[src/rtl/fifo_multi_ported.sv]
// Multi-ported FIFO: NPUSH push lanes compacted into FIFO order, NPOP pop
// lanes presented as a window starting at the head, prefix pop semantics.
module fifo_multi_ported #(
  parameter int DW    = 16,
  parameter int DEPTH = 8,
  parameter int NPUSH = 2,
  parameter int NPOP  = 2
) (
  input  logic                           clk,
  input  logic                           rst,
  input  logic                           flush,
  input  logic [NPUSH-1:0]               push,
  input  logic [NPUSH*DW-1:0]            push_data,
  output logic [NPUSH-1:0]               ready,
  output logic [NPOP*DW-1:0]             pop_data,
  output logic [NPOP-1:0]                valid,
  input  logic [NPOP-1:0]                pop,
  output logic [$clog2(DEPTH+1)-1:0]     count,
  output logic                           full,
  output logic                           empty,
  output logic                           pop_err
);

  localparam int AW = (DEPTH > 1) ? $clog2(DEPTH) : 1;
  localparam int CW = $clog2(DEPTH+1);

  logic [AW-1:0]  head;
  logic [AW-1:0]  tail;
  logic [DW-1:0]  mem [DEPTH];

  logic [NPUSH-1:0] accept;
  logic [AW-1:0]    waddr [NPUSH];
  int unsigned      n_push;
  logic [NPOP-1:0]  eff;
  int unsigned      n_pop;
  logic             err_next;

  // Pointer advance modulo DEPTH; the offset never exceeds DEPTH, so a single
  // conditional subtract wraps correctly for any depth.
  function automatic logic [AW-1:0] wrap_add(input logic [AW-1:0] base,
                                              input int unsigned off);
    int unsigned sum;
    sum = 32'(base) + off;
    if (sum >= 32'(DEPTH)) sum = sum - 32'(DEPTH);
    return AW'(sum);
  endfunction

  // Lane readiness and validity come from registered occupancy only.
  always_comb begin
    for (int i = 0; i < NPUSH; i++)
      ready[i] = (32'(DEPTH) - 32'(count)) > 32'(i);
    for (int j = 0; j < NPOP; j++)
      valid[j] = 32'(count) > 32'(j);
  end

  assign full  = (count == CW'(DEPTH));
  assign empty = (count == '0);

  // Compact accepted push lanes onto consecutive slots starting at tail.
  // NOTE: every always_comb output gets a value before any conditional code,
  // so no path leaves a signal unassigned and no latch is inferred.
  always_comb begin
    n_push = 0;
    accept = '0;
    for (int i = 0; i < NPUSH; i++) begin
      accept[i] = push[i] & ready[i];
      waddr[i]  = wrap_add(tail, n_push);
      if (accept[i]) n_push = n_push + 1;
    end
  end

  // Pops are effective only as an unbroken prefix of valid, requested lanes.
  always_comb begin
    logic chain;
    chain = 1'b1;
    n_pop = 0;
    eff   = '0;
    for (int j = 0; j < NPOP; j++) begin
      eff[j] = chain & pop[j] & valid[j];
      chain  = eff[j];
      if (eff[j]) n_pop = n_pop + 1;
    end
    err_next = |(pop & ~eff);
  end

  // Read window: lane j shows the entry j places behind the head.
  always_comb begin
    pop_data = '0;
    for (int j = 0; j < NPOP; j++)
      pop_data[j*DW +: DW] = mem[wrap_add(head, j)];
  end

  // Storage write for accepted lanes.
  // NOTE: the data array has no reset; valid/count already mask stale
  // entries, and leaving it reset-free lets it map onto plain storage.
  always_ff @(posedge clk) begin
    if (!rst && !flush) begin
      for (int i = 0; i < NPUSH; i++)
        if (accept[i]) mem[waddr[i]] <= push_data[i*DW +: DW];
    end
  end

  // Pointer, occupancy and error-pulse state; flush wins over traffic.
  // NOTE: sequential state uses non-blocking assignments so every register
  // samples pre-edge values regardless of statement order.
  always_ff @(posedge clk or posedge rst) begin
    if (rst) begin
      head    <= '0;
      tail    <= '0;
      count   <= '0;
      pop_err <= 1'b0;
    end else begin
      pop_err <= err_next;
      if (flush) begin
        head  <= '0;
        tail  <= '0;
        count <= '0;
      end else begin
        tail  <= wrap_add(tail, n_push);
        head  <= wrap_add(head, n_pop);
        count <= CW'(32'(count) + n_push - n_pop);
      end
    end
  end

endmodule

[config.mk]
export PLATFORM = sky130hd
export DESIGN_NAME = fifo_multi_ported
export DESIGN_NICKNAME = d
export VERILOG_FILES = /design/src/rtl/fifo_multi_ported.sv
export SDC_FILE = /design/constraint.sdc
export NUM_CORES = 1
export LEC_CHECK = 0
export CORE_ASPECT_RATIO = 0.5
export CORE_UTILIZATION = 26
export DETAILED_ROUTE_END_ITERATION = 16
export PLACE_DENSITY_LB_ADDON = 0.1
export SYNTH_ARGS = -nofsm -noshare
export SYNTH_HDL_FRONTEND = slang
export SYNTH_SLANG_ARGS = --single-unit
[constraint.sdc]
create_clock -name clk -period 4.4 [get_ports clk]
set_clock_uncertainty 0.15 [all_clocks]
set_input_delay 0.88 -clock clk [delete_from_list [all_inputs] [get_ports clk]]
set_output_delay 0.88 -clock clk [all_outputs]
set_load 0.03 [all_outputs]
After elaboration in Yosys (flattened, before gate mapping)
Memories as Yosys holds them, arrays and structs flattened.
Cells that the tools add are included.
{"block": "word_totals", "regBits": 11, "mem_bits_rw": 128, "elab_cells": 62, "memories": 1, "in_bits": 39}
{"name": "mem", "depth": 8, "width": 16, "read_ports": 2, "rd_ports_with_merged_regs": 0, "write_ports": 2, "line": "29", "rtl": "logic [DW-1:0] mem [DEPTH];"}
{"block": "classes", "n_reduce_logical": 5, "n_eq_ne": 1, "addsub": 15, "n_bitwise": 7, "magnitude_cmp": 10, "n_mux": 19}
{"cell": "adder 3 x 32 -> 32 bit", "count": 2}
{"cell": "adder 32 x 1 -> 32 bit (second input constant)", "count": 2}
{"cell": "greater-or-equal comparator 32 x 4 -> 1 bit (second input constant)", "count": 2}
{"cell": "> comparator 32 x 1 -> 1 bit (second input constant)", "count": 2}
{"cell": "two-way mux 32 bit", "count": 2}
{"cell": "two-way mux 3 bit", "count": 8}
{"cell": "subtractor 3 x 1 -> 3 bit (second input constant)", "count": 6}
{"cell": "greater-or-equal comparator 3 x 4 -> 1 bit (second input constant)", "count": 2}
{"cell": "greater-or-equal comparator 4 bit (second input constant)", "count": 2}
{"cell": "> comparator 4 x 1 -> 1 bit (second input constant)", "count": 2}
{"cell": "two-way mux 1 bit", "count": 8}
{"cell": "AND 1 bit", "count": 5}
{"cell": "subtractor 4 x 4 -> 5 bit (first input constant)", "count": 1}
{"cell": "adder 3 x 1 -> 4 bit", "count": 1}
{"cell": "adder 3 x 1 -> 4 bit (second input constant)", "count": 1}
{"cell": "adder 4 bit", "count": 1}
{"cell": "== test 4 bit (second input constant)", "count": 1}
{"cell": "logical NOT 4 bit", "count": 1}
{"cell": "two-way mux 4 bit", "count": 1}
{"cell": "subtractor 4 bit", "count": 1}
{"cell": "AND 2 bit", "count": 1}
{"cell": "logical NOT 1 bit", "count": 2}
{"cell": "inverter 2 bit", "count": 1}
{"cell": "OR reduction 2 bit", "count": 1}
{"cell": "logical AND 1 bit", "count": 1}

Longest topological paths before layout
{"block": "logic_depth", "depth_word": 10, "ltp_mapped": 15}

Worst setup path after synthesis
Ideal clock, no wire load.
{"block": "synth_path", "path_kind": "reg-to-reg", "startpoint": "register count[2]", "endpoint": "memory mem[4][0], enable pin", "arrival_ns": 3.944, "setup_slack_ns": -0.071, "stages_incl_launch_ff": 12, "period_less_slack_ns": 4.471, "setup_ns": 0.378, "path_cell_list": "dfrtp_1 > inv_1 > ha_1 > nor3b_2 > nand3_1 > and2_1 > ha_1 > ha_1 > xnor2_1 > nor3_4 > buf_12 > o21bai_1"}
{"item": "from (decl)", "line": "18", "rtl": "output logic [$clog2(DEPTH+1)-1:0] count,"}
{"item": "from (signal assigned)", "line": "121", "rtl": "count <= CW'(32'(count) + n_push - n_pop);"}
{"item": "to (decl)", "line": "29"}

Final worst setup path
{"block": "layout_path", "startpoint": "register head[0]", "endpoint": "output pop_data[25]"}
{"block": "layout_via", "elab_chain_cells": 4}
{"item": "from (decl)", "line": "27", "rtl": "logic [AW-1:0] head;"}
{"item": "from (signal assigned)", "line": "120", "rtl": "head <= wrap_add(head, n_pop);"}
{"item": "adder 3 x 1 -> 4 bit (*)", "line": "43", "rtl": "sum = 32'(base) + off;"}
{"item": "greater-or-equal comparator 4 bit or subtractor 3 x 1 -> 3 bit (tied branches)", "line": "44", "rtl": "if (sum >= 32'(DEPTH)) sum = sum - 32'(DEPTH);"}
{"item": "two-way mux 3 bit (*)", "line": "44"}
{"item": "memory (8 x 16 bit) (*)"}
{"item": "to (decl)", "line": "15", "rtl": "output logic [NPOP*DW-1:0] pop_data,"}
Mark *: on every way between the ends. The rest lies on a longest branch, timed or not.

==> results.txt <==
setup TNS: 0 ns
CP required: 3.37 ns
Synth-to-Final Area Change: 25.3%
flops & latches, synth: 139
synthesized area: 8590 µm²
Die X: 259 µm
Total Power: 6280 µW
worst-path fanout max: 24
FFs w/ async S/R, synth: 0.0791
fin crit share: 0.914
CP bufs+invs: 2
ANT nets after route: 0
via density per instance: 4.67
cts repair resizes: 0
Least-Margin Pin Slew: 0.932 ns
Worst-path clk slew: 0.06 ns
Internal Power: 4040 µW
Critical Path Max Stage Delay: 0.60 ns
HPWL Detailed: 16.2 mm
layout cell share with drive strength beyond 1: 0.496
sequential share of the synthesized area: 0.480
drt drc: 0
leak pwr: 0.00364 µW
clock latency on the worst-skew pair: 0.43 ns
Psw: 2240 µW
sw frac: 0.356
Vias: 4828
crit path DAT: 2.99 ns
routability cong.: 0.730
EDFF count, synth: 128
DRT iter0 DRCs: 297
Clock Sinks: 139
setup violators final: 0
Synth top area share: 0.448
Overflow after GRT: 0
worst setup path category: reg -> out
Clk pwr share: 0.252
Root Buffer: clkbuf_16
count of input and output buffers: 81
Final min period: 4.02 ns
worst reg2reg path startpoint: count[2]
fill cell count: 3077
Worst Setup SP: head[0]
Max-Cap Viols: 0
Pre-Repair DR Iteration Count: 4
Die Span Y: 131 µm
post-CTS setup buffers: 0
ys flop type: edfxtp_1
Hold Crit Class: reg -> reg
maximum vdd drop: 286 µV
worst relative slew slack: 0.378
most frequent cells in the layout: edfxtp_1, mux2_2, clkdlybuf4s50_1
Core Util, Final: 0.336
sequential share of power: 0.260
CP endpoint kind: output pin
PD cells: 583 nW/µm²
Logic pwr share: 0.488
first-pass GRT wire length: 36.0 mm
design area: 10800 µm²
DR WL/cell: 23.5 µm
Post-CTS Hold Fix Bufs: 0
status: finished, final reports clean
Slowest-stage cell, CP: clkdlybuf4s50_1
I/O Pins: 82
H-tree Lvls: 4
Mapped Cells: 485
reg-to-reg slack, setup: 0.58 ns
Pins Over Slew Limit: 0
FP Rows: 46
synth unique cells: 37
placed inst area: 10100 µm²
area of the core: 32100 µm²
Final Hold Fails: 0
GRT Overall Usage: 0.151
Num CTS Buffers: 17
commonest non-fill, non-tap cell in the layout: edfxtp_1
Mapped Nets: 542
n_diodes: 0
initial antenna violation count: 0
RSZ-0062 raised after global routing: false
f_max: 249 MHz
area leader, netlist: edfxtp_1
Routed WL: 24.3 mm
CTS tree: yes
Initial Utilization: 0.268
hold path startpoint: tail[2]
crit path cell chain: ha_2 > buf_12 > mux4_2 > mux2_2 > clkdlybuf4s50_1
Die ar.: 33800 µm²
Longest Clk Path Bufs: 2
Worst setup SP type: register
top post-synthesis cells by area: edfxtp_1, mux4_2, mux2_2, mux2_4, dfrtp_1
YS warnings: 0
largest net degree at the start of global routing: 66
delay-heaviest family, CP: multiplexers
Mapped Avg Cell Area: 17.7 µm²
vias in the first global route: 5244
layout net count: 645
cells by family after synthesis:
| family | Yosys count | share of synthesized area |
|---|---|---|
| adder cells (fa/ha/maj) | 18 | 0.0297 |
| buffers and inverters | 43 | 0.0335 |
| AO/OA/AOI/OAI | 15 | 0.0128 |
| flip-flops | 139 | 0.480 |
| multiplexers | 224 | 0.401 |
| XOR/XNOR | 7 | 0.00714 |
| AND/OR/NAND/NOR | 39 | 0.0358 |
worst min-delay path, stage by stage (launching register included):
cell and delay [ns]:
dfrtp_1 0.47, xor2_1 0.10, nor2_1 0.08
per-stage QoR:
stage               worst slack [ns]  hold slack (ns)  cells
floorplan                      0.111            0.458    485
global placement               0.525            0.524   1001
detailed placement             0.454            0.527   1001
CTS                            0.328            0.542   1033
global route                   0.271            0.602   1033
finish                         0.376            0.539   1033
cells in the mapped netlist, types with 2 or more instances:
cell	number
xnor2_1	4
nand2b_1	2
buf_12	6
buf_6	3
dfrtp_1	11
mux2_2	94
mux4_2	64
nor2b_1	5
buf_2	5
o21bai_1	8
nor3_4	8
a21oi_1	2
buf_1	5
ha_1	14
nand2_1	5
edfxtp_1	128
nand3_1	2
xor2_1	3
mux2_4	54
mux2_1	12
nor2_1	7
and2_1	2
fa_1	4
clkbuf_1	9
inv_1	15
a21o_1	2
metal layers:
metal,part of all wire,routed length [µm],up-vias,global-route usage
met5,0,0,-,0
li1,-,-,2178,-
met3,0.026,642,14,0.0324
met2,0.48,11800,50,0.249
met4,0.0074,179,0,0.0282
met1,0.48,11700,2586,0.208
state kept, by name, summed over array words and instances (netlist names):
signal and flops:
mem 128, tail 3, count 4, pop_err 1, head 3
final timing paths:
path / cells after the start / endpoint
worst max-delay path: 5 / pop_data[25]
worst min-delay path: 2 / tail[2]
worst max register to register: 11 / mem[3][4]
worst min register to register: 2 / tail[2]
max in group asynchronous: 2 / head[0]
min in group asynchronous: 2 / count[2]
final cells by class:
type / instances / area, µm² / area share
clock buffer: 17 / 425 / 0.0395
sequential: 139 / 4120 / 0.383
multi-input combinational: 303 / 4230 / 0.393
timing repair buffer: 112 / 1170 / 0.109
inverter: 15 / 56.3 / 0.00523
clock inverter: 15 / 213 / 0.0198
tap: 432 / 541 / 0.0502
power groups by stage:
stage,logic (µW),clock network [µW],registers (µW)
3_3_place_gp,3130,0,1660
4_1_cts,3140,1620,1630
3_5_place_dp,3130,0,1660
2_1_floorplan,2080,0,1670
5_1_grt,3290,1670,1640
6_report,3070,1580,1630
Note: power is estimated with default switching activity, not from simulation.
